--- src/rtl/mem_port_arbiter.sv ---
// Arbitrates one single-ported memory between instruction fetch and load/store.
// Define ARB_RR_EN for round-robin arbitration; default is fixed priority DM > IF.
module mem_port_arbiter #(
    parameter int AW      = 32,
    parameter int DW      = 32,
    parameter int TIMEOUT = 64,
    parameter int TW      = 7
) (
    input  logic          clk,
    input  logic          rst,
    input  logic          if_req,
    input  logic [AW-1:0] if_addr,
    output logic          if_gnt,
    output logic          if_valid,
    output logic [DW-1:0] if_rdata,
    input  logic          dm_req,
    input  logic          dm_we,
    input  logic [AW-1:0] dm_addr,
    input  logic [DW-1:0] dm_wdata,
    output logic          dm_gnt,
    output logic          dm_valid,
    output logic [DW-1:0] dm_rdata,
    output logic          mem_req,
    output logic          mem_we,
    output logic [AW-1:0] mem_addr,
    output logic [DW-1:0] mem_wdata,
    input  logic          mem_ack,
    input  logic [DW-1:0] mem_rdata,
    output logic          busy,
    output logic          timeout_err
);

    typedef enum logic [1:0] {
        IDLE,
        ISSUE,
        RESP
    } state_t;

    localparam logic [TW-1:0] WD_LAST = TW'((TIMEOUT > 0) ? TIMEOUT - 1 : 0);

    state_t        state;
    logic          owner_dm;
    logic [TW-1:0] wdog;
    logic          pick_dm;
    logic          grant;
    logic          wd_fire;

    always_comb begin
`ifdef ARB_RR_EN
        // Owner holds the last grant; on contention the other side wins.
        pick_dm = dm_req && (!if_req || !owner_dm);
`else
        pick_dm = dm_req;
`endif
        grant   = (state == IDLE) && !rst && (if_req || dm_req);
        dm_gnt  = grant && pick_dm;
        if_gnt  = grant && !pick_dm;
        wd_fire = (TIMEOUT != 0) && (wdog == WD_LAST);
    end

    assign busy = (state != IDLE);

    always_ff @(posedge clk) begin
        if (rst) begin
            state       <= IDLE;
            owner_dm    <= 1'b0;
            wdog        <= '0;
            mem_req     <= 1'b0;
            mem_we      <= 1'b0;
            mem_addr    <= '0;
            mem_wdata   <= '0;
            if_valid    <= 1'b0;
            dm_valid    <= 1'b0;
            if_rdata    <= '0;
            dm_rdata    <= '0;
            timeout_err <= 1'b0;
        end else begin
            if_valid <= 1'b0;
            dm_valid <= 1'b0;
            unique case (state)
                IDLE: begin
                    if (grant) begin
                        owner_dm <= pick_dm;
                        mem_req  <= 1'b1;
                        mem_we   <= pick_dm && dm_we;
                        mem_addr <= pick_dm ? dm_addr : if_addr;
                        if (pick_dm) mem_wdata <= dm_wdata;
                        wdog     <= '0;
                        state    <= ISSUE;
                    end
                end
                ISSUE: begin
                    wdog <= wdog + 1'b1;
                    if (mem_ack || wd_fire) begin
                        mem_req  <= 1'b0;
                        mem_we   <= 1'b0;
                        if_valid <= !owner_dm;
                        dm_valid <= owner_dm;
                        state    <= RESP;
                    end
                    if (mem_ack) begin
                        if (!mem_we) begin
                            if (owner_dm) dm_rdata <= mem_rdata;
                            else          if_rdata <= mem_rdata;
                        end
                    end else if (wd_fire) begin
                        if (owner_dm) dm_rdata <= '0;
                        else          if_rdata <= '0;
                        timeout_err <= 1'b1;
                    end
                end
                RESP: begin
                    wdog  <= '0;
                    state <= IDLE;
                end
                default: state <= IDLE;
            endcase
        end
    end

endmodule
--- config.mk ---
export PLATFORM = sky130hd
export DESIGN_NAME = mem_port_arbiter
export DESIGN_NICKNAME = d
export VERILOG_FILES = /design/src/rtl/mem_port_arbiter.sv
export SDC_FILE = /design/constraint.sdc
export NUM_CORES = 1
export LEC_CHECK = 0
export ABC_CLOCK_PERIOD_IN_PS = 1450
export CORE_MARGIN = 1.5
export CORE_UTILIZATION = 41
export CTS_BUF_LIST = sky130_fd_sc_hd__clkbuf_4
export CTS_CLUSTER_SIZE = 8
export DETAILED_ROUTE_END_ITERATION = 10
export HOLD_SLACK_MARGIN = 0.1
export PLACE_DENSITY_LB_ADDON = 0.15
export SYNTH_ARGS = -nofsm -noshare
export SYNTH_HDL_FRONTEND = slang
export SYNTH_SLANG_ARGS = --single-unit
--- constraint.sdc ---
create_clock -name clk -period 1.45 [get_ports clk]
set_input_delay 0.145 -clock clk [delete_from_list [all_inputs] [get_ports clk]]
set_output_delay 0.145 -clock clk [all_outputs]
set_load 0.01 [all_outputs]
==> reports/qor.txt, run 1 <==
Core Box Area - 0.0159 mm²
Final WS setup - -0.349 ns
critical path, cell by cell - or4b_4 -> clkinv_4 -> buf_6
Starting Density - 42.0%
area grow syn2layout - 66.3%
placed cells - 1,231
crit-path leading delay family - simple AND/OR/NAND/NOR gates
synth warn - 0
TritonCTS Buffers - 17
grt ovf - 0
number of synthesized flops with an enable pin - 0
layout cells sized above 1 - 19.8%
Tmin final - 1.80 ns
Layout Nets - 1,221
Die Ht - 131 µm
run status - finished with violations
first-pass GRT wire length - 32,900 µm
Die ar. - 0.0171 mm²
Peak Freq - 0.556 GHz
Die Wd - 131 µm
failing checks - setup timing
area of the multi-input gates - 0.00383 mm²
floorplan row count - 46
worst path required time - 1.31 ns
post-DP HPWL - 13,900 µm
Critical-path top delay cell - or4b_4
# IOs - 270
DP Area - 0.00993 mm²
Hold Vio Cnt, Final - 0
Max Slew Vio Count - 0
Reg clk slew, reported paths - 0.13 ns
number of max-cap violations - 0
antenna violations before repair - 0
Yosys cell types - 41
IR drop worst, VDD - 0.000470 V
crit path max fanout - 4
Cells after Synth - 760
final period utilization - 124%
I/O Buffers - 269
antenna viol nets, final - 0
Clk pwr share - 26.1%
Pwr Total - 9.10 mW
Net Sw Frac - 30.2%
CP max stage delay - 0.55 ns
worst setup path end - dm_gnt
DR iter-0 viols - 326
max_slew headroom - 65.3%
Primary FF master, synth - dfxtp_1
Syn Nets - 895
fillers - 1,294
WL per Instance - 18.0 µm
flip-flop and latch count after synthesis - 143
Slew @ Worst Pin - 0.520 ns
routability cong. - 0.785
CP Launch Point - state[0]
n_diodes - 0
Cell Area, Synth - 0.00670 mm²
reg2reg start - state[0]
leakage power - 4.89 nW
reg2reg end - mem_wdata[8]
number of global-route vias before repair - 6,360
DR pass1 iterations - 5
Seq pwr share - 47.8%
Clk Latency, worst-skew pair - 0.56 ns
combinational share of power - 26.1%
async set or reset register ratio after synthesis - 0%
Mean Syn Cell Area - 8.81 µm²
Worst EP arrival - 1.65 ns
vias - 6,857
Post-Layout Inst Area - 0.0111 mm²
H-tree depth - 4
kind of critical path - reg -> out
CTS root buffer - clkbuf_4
CP Capture Type - primary output
CP Buf/Inv Count - 2
worst hold path class - in -> reg
P_int - 6.35 mW
# DRC - 0
sw power - 2.75 mW
final hold slack - 0.139 ns
Final setup viols - 55
reg2reg setup slack - -0.30 ns
Sequential cell area - 0.00288 mm²
Final Non-Filler Cells - 1,314
post-DR vias/cell - 5.22
largest net degree at the start of global routing - 79
worst r2r path cells - 7
Total Routed Length - 23,600 µm
GRT Util Overall - 24.8%
RSZ-0062 raised after global routing - true
clock sink total - 143
pwr dens - 817 mW/mm²
Critical Path Start Type - flop
CTS tree - yes
cell count along the critical path - 3
Final Skew - 0.0259 ns
sequential fraction of the synthesis area - 42.7%
clock buffer depth - 2
-- cells in the final DEF, fill, tap and decap left out, drive strengths merged, types with 9 or more instances in the layout --
cell type and count:
dfxtp 143, nand2 134, clkdlybuf4s50 131, dlygate4sd2 129, mux2i 91, buf 86, o21ai 67, nor2b 66
a21oi 61, nor4bb 32, a211oi 28, clkbuf 23, dlygate4sd3 20, and2 10, clkinv 9
-- kinds of logic (layout without fill, tap and decap cells) --
logic type	count (synthesis)	after routing	synth area share, %
adders and majority gates	1	1	0.187
AOI/OAI and AO/OA	177	177	15.5
and+or+nand+nor	272	272	22.6
DFF	143	143	42.7
buffers and inverters	76	414	5.38
muxes	91	91	13.6
-- per-layer routing --
| layer | up-vias | wire length [µm] | track usage [%] |
|---|---|---|---|
| met5 | - | 0 | 0 |
| met4 | 0 | 319 | 6.46 |
| met3 | 29 | 1690 | 6.88 |
| met2 | 247 | 11300 | 41.5 |
| met1 | 3242 | 10300 | 31.5 |
| li1 | 3339 | - | - |
-- metrics by stage --
stage	util, %	worst slack, ns	TNS (ns)
after floorplan	-	-0.0797	-2.04
after global placement	62.3	-0.346	-16.95
after detailed placement	62.3	-0.363	-19.35
after CTS	66.3	-0.431	-10.39
after global routing	69.9	-0.411	-14.14
final	69.9	-0.349	-8.57
-- power groups by stage --
stage / Combinational (mW) / Sequential, mW / Clock [mW]
after floorplan: 0.859 / 4.55 / 0
after global placement: 2.22 / 4.43 / 0
after detailed placement: 2.23 / 4.44 / 0
after CTS: 2.23 / 4.35 / 2.42
after global routing: 2.54 / 4.39 / 2.58
final: 2.38 / 4.35 / 2.37
-- registers in the layout, summed over array words and instances (netlist names) --
signal       cells
dm_rdata        32
dm_valid         1
if_rdata        32
if_valid         1
mem_addr        32
mem_req          1
mem_wdata       32
mem_we           1
owner_dm         1
state            2
timeout_err      1
wdog             7
-- tightest hold or removal path: stages --
cell and delay (ns):
clkdlybuf4s50_1 0.40, nand2_1 0.07, a21oi_2 0.05
-- synthesized netlist by cell type (all sizes together), types with 2 or more instances --
master | count | area share, %
a21oi | 61 | 4.6
nand2b | 6 | 0.56
o21ai | 67 | 5.0
mux2i | 91 | 14
dfxtp | 143 | 43
and4 | 2 | 0.26
a31oi | 5 | 0.47
and2 | 10 | 0.93
nand4 | 3 | 0.28
nor3b | 3 | 0.34
nor2 | 5 | 0.28
nor3 | 3 | 0.37
nor4bb | 32 | 4.8
clkbuf | 50 | 2.8
a221oi | 2 | 0.26
inv | 5 | 0.35
nand2 | 134 | 7.5
buf | 21 | 2.2
a211oi | 28 | 3.3
nand4b | 2 | 0.26
nor2b | 66 | 6.2
a22oi | 2 | 0.22
a41oi | 2 | 0.26
a221o | 7 | 1.0
-- worst min path at each step --
stage | from | endpoint | slack (ns) | cells past startpoint
3_5_place_dp | mem_wdata[4] | mem_wdata[4] | 0.45 | 2
5_1_grt | dm_wdata[30] | mem_wdata[30] | 0.13 | 3
2_1_floorplan | dm_wdata[0] | mem_wdata[0] | 0.28 | 2
3_3_place_gp | mem_wdata[4] | mem_wdata[4] | 0.44 | 2
6_report | dm_wdata[13] | mem_wdata[13] | 0.14 | 3
4_1_cts | dm_wdata[31] | mem_wdata[31] | 0.10 | 3
-- layout make-up --
cell class,instances,area share [%]
clock inverter,14,1.08
timing repair buffer,378,34.9
tap,216,2.43
sequential,143,25.8
clock buffer,17,1.15
inverter,5,0.213
multi-input combinational,541,34.4
-- what timing repair did --
item,4_1_cts,5_1_grt
hold endpoints to repair,19,1
endpoints found under the setup margin,247,129
setup buffers,10,8
hold buffers,19,1
pin swaps,3,33
resized for setup,183,145
cloned,7,8
No activity file was read; power rests on OpenSTA's default activity.
==> run 2, diff against run 1 <==
Settings changed: CELL_PAD_IN_SITES_DETAIL_PLACEMENT set to 1, CELL_PAD_IN_SITES_GLOBAL_PLACEMENT set to 2, CORE_UTILIZATION 41 to 23.
==> run 2 against run 1 <==
  * The run still ends with setup timing left
  * Register-to-register slack improved by 0.08 ns
  * Via count is 2.2% higher
  * Sequential cell count unchanged
  * Critical path depth unchanged
  * Clock power up 7%
  * Total power grew 5.0%
  * Final cell count grew 16%
  * Clock skew shrank 0.00074 ns
  * Worst setup slack got worse by 0.042 ns
  * Cell area up 7.6%
  * Die area increased by 76%
  * Sequential power about the same
  * Critical path type unchanged
  * Critical endpoint unchanged
  * Highest routed layer unchanged
==> reports/qor.txt, run 2 (synthesis results as in run 1) <==
run status - finished with violations
failing checks - setup timing
layout cells sized above 1 - 26.9% (+7.1 points)
CP Capture Type - primary output
antenna violations before repair - 1 (+1)
leakage power - 5.14 nW (+5.0%)
most frequent cells in the layout - clkdlybuf4s50_1 (131), nand2_1 (120), dfxtp_1 (108)
vias - 7,009 (+2.2%)
Post-Layout Inst Area - 0.0120 mm² (+7.6%)
CTS root buffer - clkbuf_4
Clk Latency, worst-skew pair - 0.56 ns (about the same)
largest net degree at the start of global routing - 53 (-33%)
clock buffer depth - 2 (unchanged)
IR drop worst, VDD - 0.000441 V (-6.3%)
TritonCTS Buffers - 17 (unchanged)
final period utilization - 127% (+2.9 points)
Reg clk slew, reported paths - 0.15 ns (+0.02 ns)
floorplan row count - 62 (+35%)
CTS tree - yes
DP Area - 0.0102 mm² (+3.0%)
number of max-cap violations - 0 (unchanged)
DR iter-0 viols - 280 (-14%)
area of the multi-input gates - 0.00396 mm² (+3.5%)
clock sink total - 143 (unchanged)
Die Ht - 174 µm (+33%)
Final setup viols - 95 (+73%)
number of global-route vias before repair - 7,216 (+13%)
fillers - 3,295 (+150%)
first-pass GRT wire length - 42,800 µm (+30%)
Peak Freq - 0.543 GHz (-2.3%)
grt ovf - 0 (unchanged)
I/O Buffers - 269 (unchanged)
# DRC - 0 (unchanged)
Final Skew - 0.0252 ns (-0.000736 ns)
WL per Instance - 18.7 µm (+4.0%)
GRT Util Overall - 18.3% (-6.5 points)
CP max stage delay - 0.55 ns (about the same)
Die ar. - 0.0302 mm² (+76%)
post-DP HPWL - 17,400 µm (+25%)
antenna viol nets, final - 0 (unchanged)
worst path required time - 1.31 ns (about the same)
pwr dens - 797 mW/mm² (-2.4%)
Total Routed Length - 28,600 µm (+21%)
Starting Density - 23.3% (-19 points)
Core Box Area - 0.0287 mm² (+80%)
crit path max fanout - 3 (-1)
# IOs - 270 (unchanged)
Critical Path Start Type - flop
kind of critical path - reg -> out
worst hold path class - in -> reg
Worst EP arrival - 1.70 ns (+0.05 ns)
Critical-path top delay cell - or4b_4
post-DR vias/cell - 4.59 (-12%)
RSZ-0062 raised after global routing - true
Final WS setup - -0.391 ns (-0.0421 ns)
Slew @ Worst Pin - 0.633 ns (+0.113 ns)
final core utilization - 41.8% (-28 points)
Tmin final - 1.84 ns (+0.0421 ns)
Sequential cell area - 0.00291 mm² (+1.2%)
DR pass1 iterations - 4 (-1)
Final Non-Filler Cells - 1,528 (+16%)
routability cong. - 0.732 (-6.8%)
Layout Nets - 1,265 (+3.6%)
Hold Vio Cnt, Final - 0 (unchanged)
Die Wd - 174 µm (+33%)
max_slew headroom - 57.8% (-7.5 points)
Setup TNS - -7.68 ns (+0.890 ns)
area grow syn2layout - 79.0%
Max Slew Vio Count - 0 (unchanged)
commonest non-fill, non-tap cell in the layout - clkdlybuf4s50_1
placed cells - 1,418 (+15%)
H-tree depth - 4 (unchanged)
critical path, cell by cell - or4b_4 -> clkinv_4 -> buf_6
[run 2: area by class of cell]
type | count | area share [%]
diodes | 1 | 0.0209
clock buffers | 17 | 1.06
clock inverters | 15 | 1.03
inverters | 5 | 0.198
multi-input cells | 541 | 33.1
flip-flops and latches | 143 | 24.3
well taps | 384 | 4.01
repair buffers | 422 | 36.3
[run 2: final timing paths]
| check | cells after the start | slack, ns | start | end |
|---|---|---|---|---|
| worst max register to register | 7 | -0.22 | state[0] | mem_addr[22] |
| worst max-delay path | 3 | -0.39 | state[0] | dm_gnt |
| worst min-delay path | 3 | 0.16 | dm_wdata[6] | mem_wdata[6] |
| worst min register to register | 2 | 0.46 | mem_wdata[6] | mem_wdata[6] |
[run 2: power by group]
| part | total [mW] | internal [mW] | switching (mW) | leakage, nW |
|---|---|---|---|---|
| Clock | 2.54 | 0.739 | 1.80 | 0.138 |
| Combinational | 2.65 | 1.47 | 1.18 | 3.82 |
| Sequential | 4.37 | 4.22 | 0.153 | 1.18 |
[run 2: timing repair]
action,in CTS,in global routing
hold buffers,29,1
pin swaps,49,31
gates resized for setup,310,167
endpoints found under the hold margin,29,1
setup endpoints to repair,266,190
buffers inserted,24,12
cloned,16,6
[run 2: per-layer routing]
layer	GRT usage, %	vias to the layer above	share of wire [%]
li1	-	3408	-
met1	24.2	3418	48
met2	29.9	174	47
met3	4.63	9	5.0
met4	3.84	0	0.70
met5	0	-	0
[run 2: per-stage QoR]
| step | setup WS [ns] | power [mW] | hold WS, ns |
|---|---|---|---|
| after CTS | -0.438 | 9.46 | 0.103 |
| after floorplan | -0.0797 | 5.41 | 0.281 |
| final | -0.391 | 9.56 | 0.160 |
| after global placement | -0.226 | 6.74 | 0.441 |
| after detailed placement | -0.296 | 6.76 | 0.446 |
| after global routing | -0.497 | 10.1 | 0.0985 |
[run 2: critical path: cells and delay by family (launching register included)]
kind | cells | cell delay [ns]
simple gates | 1 | 0.55
buf+inv | 2 | 0.21
flops | 1 | 0.39
